**src/rtl/out_sel_decode_pkg.sv**
```systemverilog
// Shared router-port constants for the output-stage select decoder.
// Replaces the global.v defines used by the allocator and crossbar.
package out_sel_decode_pkg;

  localparam int DEF_NUM_PORT     = 5;
  localparam int DEF_LOG_NUM_PORT = 3;
  localparam int DEF_CNT_W        = 16;
  localparam int SEL_NONE         = 7;

  typedef enum logic [DEF_LOG_NUM_PORT-1:0] {
    PORT_N    = 3'd0,
    PORT_E    = 3'd1,
    PORT_S    = 3'd2,
    PORT_W    = 3'd3,
    PORT_L    = 3'd4,
    PORT_NONE = 3'd7
  } port_e;

endpackage

```
**src/rtl/out_sel_decode_sel_dec.sv**
```systemverilog
// Combinational decode of one binary output code into a one-hot request.
// Codes past the last port (other than the "no port" code) flag illegal.
module sel_dec
  import out_sel_decode_pkg::*;
#(
  parameter int NUM_PORT     = DEF_NUM_PORT,
  parameter int LOG_NUM_PORT = DEF_LOG_NUM_PORT
) (
  input  logic                    i_valid,
  input  logic [LOG_NUM_PORT-1:0] i_code,
  output logic [NUM_PORT-1:0]     o_req,
  output logic                    o_illegal
);

  always_comb begin
    o_req     = '0;
    o_illegal = 1'b0;
    if (i_valid) begin
      if (int'(i_code) < NUM_PORT) begin
        o_req = NUM_PORT'(1) << i_code;
      end else if (int'(i_code) != SEL_NONE) begin
        o_illegal = 1'b1;
      end
    end
  end

endmodule

```
**src/rtl/out_sel_decode.sv**
```systemverilog
// Router output-stage decoder: per-input codes -> registered one-hot crossbar columns.
// Optional per-output flit counters are built when OUT_SEL_STATS_EN is defined.
module out_sel_decode
  import out_sel_decode_pkg::*;
#(
  parameter int NUM_PORT     = DEF_NUM_PORT,
  parameter int LOG_NUM_PORT = DEF_LOG_NUM_PORT,
  parameter int CNT_W        = DEF_CNT_W
) (
  input  logic                             clk,
  input  logic                             reset,
  input  logic                             en,
  input  logic [NUM_PORT-1:0]              in_valid,
  input  logic [NUM_PORT*LOG_NUM_PORT-1:0] in_sel,
  output logic [NUM_PORT*NUM_PORT-1:0]     xbar_sel,
  output logic [NUM_PORT-1:0]              out_valid,
  output logic                             conflict,
  output logic                             illegal_sel,
`ifdef OUT_SEL_STATS_EN
  output logic [NUM_PORT*CNT_W-1:0]        stat_cnt,
  input  logic                             stat_clr,
`endif
  input  logic                             err_clr
);

  logic [NUM_PORT-1:0]          w_req [NUM_PORT];
  logic [NUM_PORT-1:0]          w_ill;
  logic [NUM_PORT*NUM_PORT-1:0] w_xbar;
  logic [NUM_PORT-1:0]          w_outValid;
  logic                         w_conflict;
  logic                         w_illegal;

  logic [NUM_PORT*NUM_PORT-1:0] r_xbar;
  logic [NUM_PORT-1:0]          r_outValid;
  logic                         r_conflict;
  logic                         r_illegal;

  for (genvar gi = 0; gi < NUM_PORT; gi++) begin : g_dec
    sel_dec #(
      .NUM_PORT    (NUM_PORT),
      .LOG_NUM_PORT(LOG_NUM_PORT)
    ) u_selDec (
      .i_valid  (in_valid[gi]),
      .i_code   (in_sel[gi*LOG_NUM_PORT +: LOG_NUM_PORT]),
      .o_req    (w_req[gi]),
      .o_illegal(w_ill[gi])
    );
  end

  // Each output column grants its lowest-index requester; any extra requester is a conflict.
  always_comb begin : p_arb
    logic [NUM_PORT-1:0] col;
    w_xbar     = '0;
    w_outValid = '0;
    w_conflict = 1'b0;
    for (int o = 0; o < NUM_PORT; o++) begin
      col = '0;
      for (int i = 0; i < NUM_PORT; i++) begin
        col[i] = w_req[i][o];
      end
      w_xbar[o*NUM_PORT +: NUM_PORT] = col & (~col + NUM_PORT'(1));
      w_outValid[o] = |col;
      if ((col & (col - NUM_PORT'(1))) != '0) begin
        w_conflict = 1'b1;
      end
    end
    w_illegal = |w_ill;
  end

  always_ff @(posedge clk) begin
    if (!reset) begin
      r_xbar     <= '0;
      r_outValid <= '0;
      r_conflict <= 1'b0;
      r_illegal  <= 1'b0;
    end else begin
      if (en) begin
        r_xbar     <= w_xbar;
        r_outValid <= w_outValid;
      end
      // A fresh error outranks a clear landing in the same cycle.
      if (en && w_conflict) begin
        r_conflict <= 1'b1;
      end else if (err_clr) begin
        r_conflict <= 1'b0;
      end
      if (en && w_illegal) begin
        r_illegal <= 1'b1;
      end else if (err_clr) begin
        r_illegal <= 1'b0;
      end
    end
  end

  assign xbar_sel    = r_xbar;
  assign out_valid   = r_outValid;
  assign conflict    = r_conflict;
  assign illegal_sel = r_illegal;

`ifdef OUT_SEL_STATS_EN
  logic [CNT_W-1:0] r_cnt [NUM_PORT];

  // Counters saturate rather than wrap; a clear beats a same-cycle increment.
  always_ff @(posedge clk) begin
    if (!reset || stat_clr) begin
      for (int o = 0; o < NUM_PORT; o++) begin
        r_cnt[o] <= '0;
      end
    end else if (en) begin
      for (int o = 0; o < NUM_PORT; o++) begin
        if (w_outValid[o] && (r_cnt[o] != '1)) begin
          r_cnt[o] <= r_cnt[o] + CNT_W'(1);
        end
      end
    end
  end

  for (genvar go = 0; go < NUM_PORT; go++) begin : g_stat
    assign stat_cnt[go*CNT_W +: CNT_W] = r_cnt[go];
  end
`endif

endmodule
```
**config.mk**
```make
export PLATFORM = sky130hd
export DESIGN_NAME = out_sel_decode
export DESIGN_NICKNAME = d
export VERILOG_FILES = /design/src/rtl/out_sel_decode_pkg.sv /design/src/rtl/out_sel_decode_sel_dec.sv /design/src/rtl/out_sel_decode.sv
export SDC_FILE = /design/constraint.sdc
export NUM_CORES = 1
export LEC_CHECK = 0
export ABC_AREA = 0
export CAP_MARGIN = 0
export CORE_UTILIZATION = 49
export CTS_BUF_LIST = sky130_fd_sc_hd__clkbuf_2
export DETAILED_ROUTE_END_ITERATION = 10
export PLACE_DENSITY = 0.83
export SLEW_MARGIN = 0
export SYNTH_ARGS = -nofsm -noshare
export SYNTH_HDL_FRONTEND = slang
export SYNTH_SLANG_ARGS = --single-unit
```
**constraint.sdc**
```tcl
create_clock -name clk -period 4.7 [get_ports clk]
set_clock_uncertainty 0.15 [all_clocks]
set_input_delay 0.705 -clock clk [delete_from_list [all_inputs] [get_ports clk]]
set_output_delay 0.705 -clock clk [all_outputs]
set_load 0.05 [all_outputs]
```
=== Word level (Yosys, flattened, before mapping) ===
Cells that the tools add are included.

* Add/sub/neg operators: 10
* Multiplexer cells: 33
* Equality and inequality tests: 5
* Reductions and logical operators: 15
* Shift operators: 5
* Bitwise logic cells: 15
* Magnitude comparators: 5

{| class="wikitable"
|+ Operators by type and width
! cell !! count
|-
| bitwise AND 5 bit || 10
|-
| two-way mux 5 bit || 10
|-
| OR reduction 5 bit || 6
|-
| adder 5 x 1 -> 5 bit (second input constant) || 5
|-
| NOT 5 bit || 5
|-
| nonzero test 5 bit || 5
|-
| left shift 1 x 3 -> 5 bit (first input constant) || 5
|-
| subtractor 5 x 1 -> 5 bit (second input constant) || 5
|-
| two-way mux 1 bit || 23
|-
| less-than comparator 3 bit (second input constant) || 5
|-
| inequality test 3 x 1 -> 1 bit (second input constant) || 5
|-
| nonzero test 2 bit || 2
|-
| logical AND 1 bit || 2
|}

* Logic and storage cells: 92
* Output and inout bits: 32
* Register bits: 32
* Input port bits: 24

=== Logic depth before layout (Yosys ltp) ===
* Depth after elaboration: 13
* Depth in mapped cells: 6
* Mapped depth without buffers: 5

=== By module ===
Synthesis repeated with hierarchy kept, for this count alone.

* Cells, all modules: 220
* Area total of the unflattened synthesis: 1,798.0 sq um

{| class="wikitable"
|+ By module, submodules not included
! module !! area each (sq um) !! cells an instance !! instances
|-
| out_sel_decode || 1,485.2 || 170 || 1
|-
| sel_dec || 62.6 || 10 || 5
|}

=== Worst setup path after synthesis ===
OpenSTA, ideal clock, no wires.

* Path kind: input port to flip-flop
* From: in in_sel[9]
* To: reg r_conflict (netlist: conflict)
* Buffers on the path: 1
* Path slack: 2.420 ns
* Data arrival time: 1.998 ns
* Required time: 4.418 ns
* Stages: 6
* Setup time: 0.132 ns
* Cell sequence: buf_6 -> nor4bb_1 -> or4_4 -> and2_4 -> a2111oi_2 -> a31oi_1

* Cells in the longest elaborated chain, start to end: 13
* Elaborated cells between the ends (all ways): 27

{| class="wikitable"
|+ RTL lines
! what !! RTL line !! RTL
|-
| from (decl) || out_sel_decode.sv:14 || <nowiki>input logic [NUM_PORT*LOG_NUM_PORT-1:0] in_sel,</nowiki>
|-
| less-than comparator 3 bit / left shift 1 x 3 -> 5 bit (equally long branches) || out_sel_decode_sel_dec.sv:19, out_sel_decode_sel_dec.sv:20 ||
|-
| two-way mux 5 bit (*) || out_sel_decode_sel_dec.sv:19 || <nowiki>if (int'(i_code) < NUM_PORT) begin</nowiki>
|-
| two-way mux 5 bit (*) || out_sel_decode_sel_dec.sv:18 || <nowiki>if (i_valid) begin</nowiki>
|-
| subtractor 5 x 1 -> 5 bit || out_sel_decode.sv:63 || <nowiki>if ((col & (col - NUM_PORT'(1))) != '0) begin</nowiki>
|-
| bitwise AND 5 bit || out_sel_decode.sv:63 ||
|-
| nonzero test 5 bit || out_sel_decode.sv:63 ||
|-
| two-way mux 1 bit (4 in a row) || out_sel_decode.sv:63 ||
|-
| two-way mux 1 bit (*) || out_sel_decode.sv:63 ||
|-
| logical AND 1 bit (*) || out_sel_decode.sv:82 || <nowiki>if (en && w_conflict) begin</nowiki>
|-
| two-way mux 1 bit / nonzero test 2 bit (equally long branches) || - ||
|-
| to (signal assigned) || out_sel_decode.sv:74 || <nowiki>r_conflict <= 1'b0;</nowiki>
|-
| to (signal assigned) || out_sel_decode.sv:83 || <nowiki>r_conflict <= 1'b1;</nowiki>
|-
| to (signal assigned) || out_sel_decode.sv:85 || <nowiki>r_conflict <= 1'b0;</nowiki>
|-
| to (decl) || out_sel_decode.sv:35 || <nowiki>logic r_conflict;</nowiki>
|}

Mark *: on every way between the ends. The rest lies on a longest branch, timed or not.
A chain may end at the register's enable or synchronous reset.

=== Worst setup path after layout ===
* From: in in_valid[1]
* To: reg r_conflict (netlist: conflict)

* Cells in the longest elaborated chain, start to end: 11
* Elaborated cells between the ends (all ways): 24

{| class="wikitable"
|+ RTL lines
! what !! RTL line !! RTL
|-
| from (decl) || out_sel_decode.sv:13 || <nowiki>input logic [NUM_PORT-1:0] in_valid,</nowiki>
|-
| two-way mux 5 bit (*) || out_sel_decode_sel_dec.sv:18 ||
|-
| subtractor 5 x 1 -> 5 bit || out_sel_decode.sv:63 ||
|-
| bitwise AND 5 bit || out_sel_decode.sv:63 ||
|-
| nonzero test 5 bit || out_sel_decode.sv:63 ||
|-
| two-way mux 1 bit (4 in a row) || out_sel_decode.sv:63 ||
|-
| two-way mux 1 bit (*) || out_sel_decode.sv:63 ||
|-
| logical AND 1 bit (*) || out_sel_decode.sv:82 ||
|-
| two-way mux 1 bit / nonzero test 2 bit (equally long branches) || - ||
|}

Marks and branches as above.

==> results.json <==
{
  "status": "complete, no violations",
  "min_path_cells": 2,
  "syn-num-nets": 240,
  "fin_crit_ns": 2.56,
  "rsz0062_at_grt": "false",
  "cts_tree": "yes",
  "drt-initial-drc-count": 104,
  "rr_startpoint": "conflict$_SDFFE_PN0P_",
  "synth_cell_types": 42,
  "cts-root-buf": "clkbuf_2",
  "diodes": 0,
  "start_kind": "primary input",
  "worstSetupPathType": "primary input to register",
  "synth_ff_type": "dfxtp_1",
  "vias": 1742,
  "worstPathArrival_ns": 2.72,
  "port_buffers": 55,
  "dp_hpwl_um": 3220,
  "r2r_slack_ns": 3.39,
  "power.leakage_uw": 0.000841,
  "layout-drive-gt1-share": 0.0714,
  "drcViolationCount": 0,
  "ios": 56,
  "insertion_delay_ns": 0.36,
  "critical_path.max_fanout": 6,
  "track_usage": 0.243,
  "async_reset_ff_frac": 0,
  "seq_area_frac_synth": 0.341,
  "grt_max_degree": 58,
  "die_height_um": 63.9,
  "die_area_um2": 4090,
  "antenna_found_initial": 0,
  "holdBufCountCts": 0,
  "cts.htree.levels": 2,
  "setup_violations": 0,
  "hold_viol": 0,
  "synth_top_area_frac": 0.341,
  "synth_seq_cells": 32,
  "wl_per_cell_um": 14.3,
  "grt_pass1_wl_um": 7760,
  "syn_to_final_growth_pct": 31.0,
  "p_switching_uw": 170,
  "pwr-share-comb": 0.241,
  "synth_warnings": 0,
  "cts_resized": 0,
  "core_um2": 3660,
  "die_w_um": 63.9,
  "min_to": "xbar_sel[6]$_SDFFE_PN0P_",
  "fmax_mhz": 391,
  "netlist_instances": 216,
  "cts.sinks": 32,
  "sequentialPowerShare": 0.521,
  "pwr-share-clk": 0.238,
  "cts_buffers": 5,
  "final_util": 0.673,
  "syn_avg_cell_area_um2": 8.70,
  "powerDensity_nw_per_um2": 220,
  "clockBufferDepth": 2,
  "swShare": 0.315,
  "grt_pass1_vias": 1661,
  "drt_wl_total_um": 4490,
  "place_area_um2": 2430,
  "final_nets": 290,
  "grt_remaining_overflow": 0,
  "min-delay-path-class": "register to register",
  "worstReg2RegEnd": "conflict$_SDFFE_PN0P_",
  "internal_power_uw": 371,
  "crit_required_ns": 4.86,
  "viasPerCell": 5.55,
  "start_util": 0.513,
  "cts_setup_buffers": 0,
  "tns_ns": 0,
  "maxCapViolCount": 0,
  "design_area_um2": 2460,
  "synth_area_um2": 1880,
  "slew_headroom": 0.373,
  "drtPass1Iterations": 4,
  "path_clk_slew_ns": 0.16,
  "r2r_cells": 5,
  "ir_drop_v": 0.000184,
  "ant_nets": 0,
  "hold_start": "xbar_sel[6]$_SDFFE_PN0P_",
  "gp_congestion": 0.942,
  "maxSlewViolCount": 0,
  "rows": 22,
  "worstMarginPinSlew_ns": 0.928,
  "synth_area_leaders": "dfxtp_1, a21boi_0, nand2b_1, nand3_1, o21ai_0",
  "cp-end-kind": "register",
  "fin_crit_sh": 0.544,
  "synth_area_leader_cell": "dfxtp_1",
  "synth_edf_count": 0
}
-- cells by family after synthesis --
logic type                Yosys count  synth area share
and+or+nand+nor                   105             0.386
AOI/OAI and AO/OA                  48             0.170
DFF                                32             0.341
buffers and inverters              21            0.0533
xor gates and xnor gates            5            0.0233
muxes                               5            0.0266
-- placed cells by master (no fill, tap or decap), drive strengths merged, types with 3 or more instances in the layout --
cell            n
nor4bb          6
xor2            3
a21oi           6
nor3            7
nand2          14
dfxtp          32
and2            7
o21ai          12
nor2b           7
a31oi           3
a21boi         15
nor4b           5
mux2i           5
clkdlybuf4s50  55
clkbuf          6
and4b           4
nand3b          6
o22ai           5
o32ai           3
and4bb          6
inv             8
nand2b         15
nor2            7
nand3          13
-- critical path, stage by stage --
cell and delay (ns):
clkdlybuf4s50_1 0.54, nor4bb_1 0.83, or4_4 0.29, and2_4 0.14
a2111oi_2 0.04, a31oi_1 0.17
-- sequential cells by signal (all words and copies together), names as in the netlist --
name	cells
conflict	1
illegal_sel	1
out_valid	5
xbar_sel	25
-- per-layer routing --
layer,wire length [um],track usage,vias to the layer above,share of wire
met5,0,0,-,0
met4,54,0.0767,0,0.012
met3,205,0.0500,9,0.046
met2,2040,0.392,49,0.46
met1,2180,0.324,796,0.49
li1,-,-,888,-
-- power by group through the flow --
stage	registers (uW)	logic, uW	clock network, uW
2_1_floorplan	313	55.0	0
4_1_cts	282	130	132
3_5_place_dp	288	129	0
6_report	282	131	129
3_3_place_gp	288	128	0
5_1_grt	283	140	146
-- worst max path at each step --
stage                            from                     to  slack [ns]
after floorplan             in_sel[9]  conflict$_SDFFE_PN0P_        2.42
after global placement     in_sel[10]  conflict$_SDFFE_PN0P_        1.83
after detailed placement  in_valid[1]  conflict$_SDFFE_PN0P_        1.79
after CTS                 in_valid[1]  conflict$_SDFFE_PN0P_        2.18
after global routing      in_valid[1]  conflict$_SDFFE_PN0P_        1.98
final                     in_valid[1]  conflict$_SDFFE_PN0P_        2.14
-- per-stage QoR --
step	total power, uW	std cells	worst slack [ns]	hold WS, ns
3_3_place_gp	416	307	1.83	0.318
4_1_cts	544	314	2.18	0.345
3_5_place_dp	417	307	1.79	0.325
2_1_floorplan	368	216	2.42	0.547
6_report	541	314	2.14	0.340
5_1_grt	569	314	1.98	0.365
-- synth_stat cells (4+ instances only) --
library cell,number
nand3b_1,6
o21ai_0,12
nor2b_1,7
nor3_1,7
nor2_1,7
and4b_1,4
nor4b_1,4
nand2b_1,15
nand3_1,13
o22ai_1,5
and4bb_2,4
and2_1,6
dfxtp_1,32
a21oi_1,6
mux2i_1,5
clkbuf_1,10
nor4bb_1,5
inv_1,8
a21boi_0,15
nand2_1,14
-- layout make-up --
class,count,area [um2]
Clock buffer,6,30.0
Clock inverter,1,5.00
Fill cell,302,1200
Inverter,8,30.0
Multi-Input combinational cell,163,1140
Sequential cell,32,641
Tap cell,48,60.1
Timing Repair Buffer,56,558
Note: power is estimated with default switching activity, not from simulation.
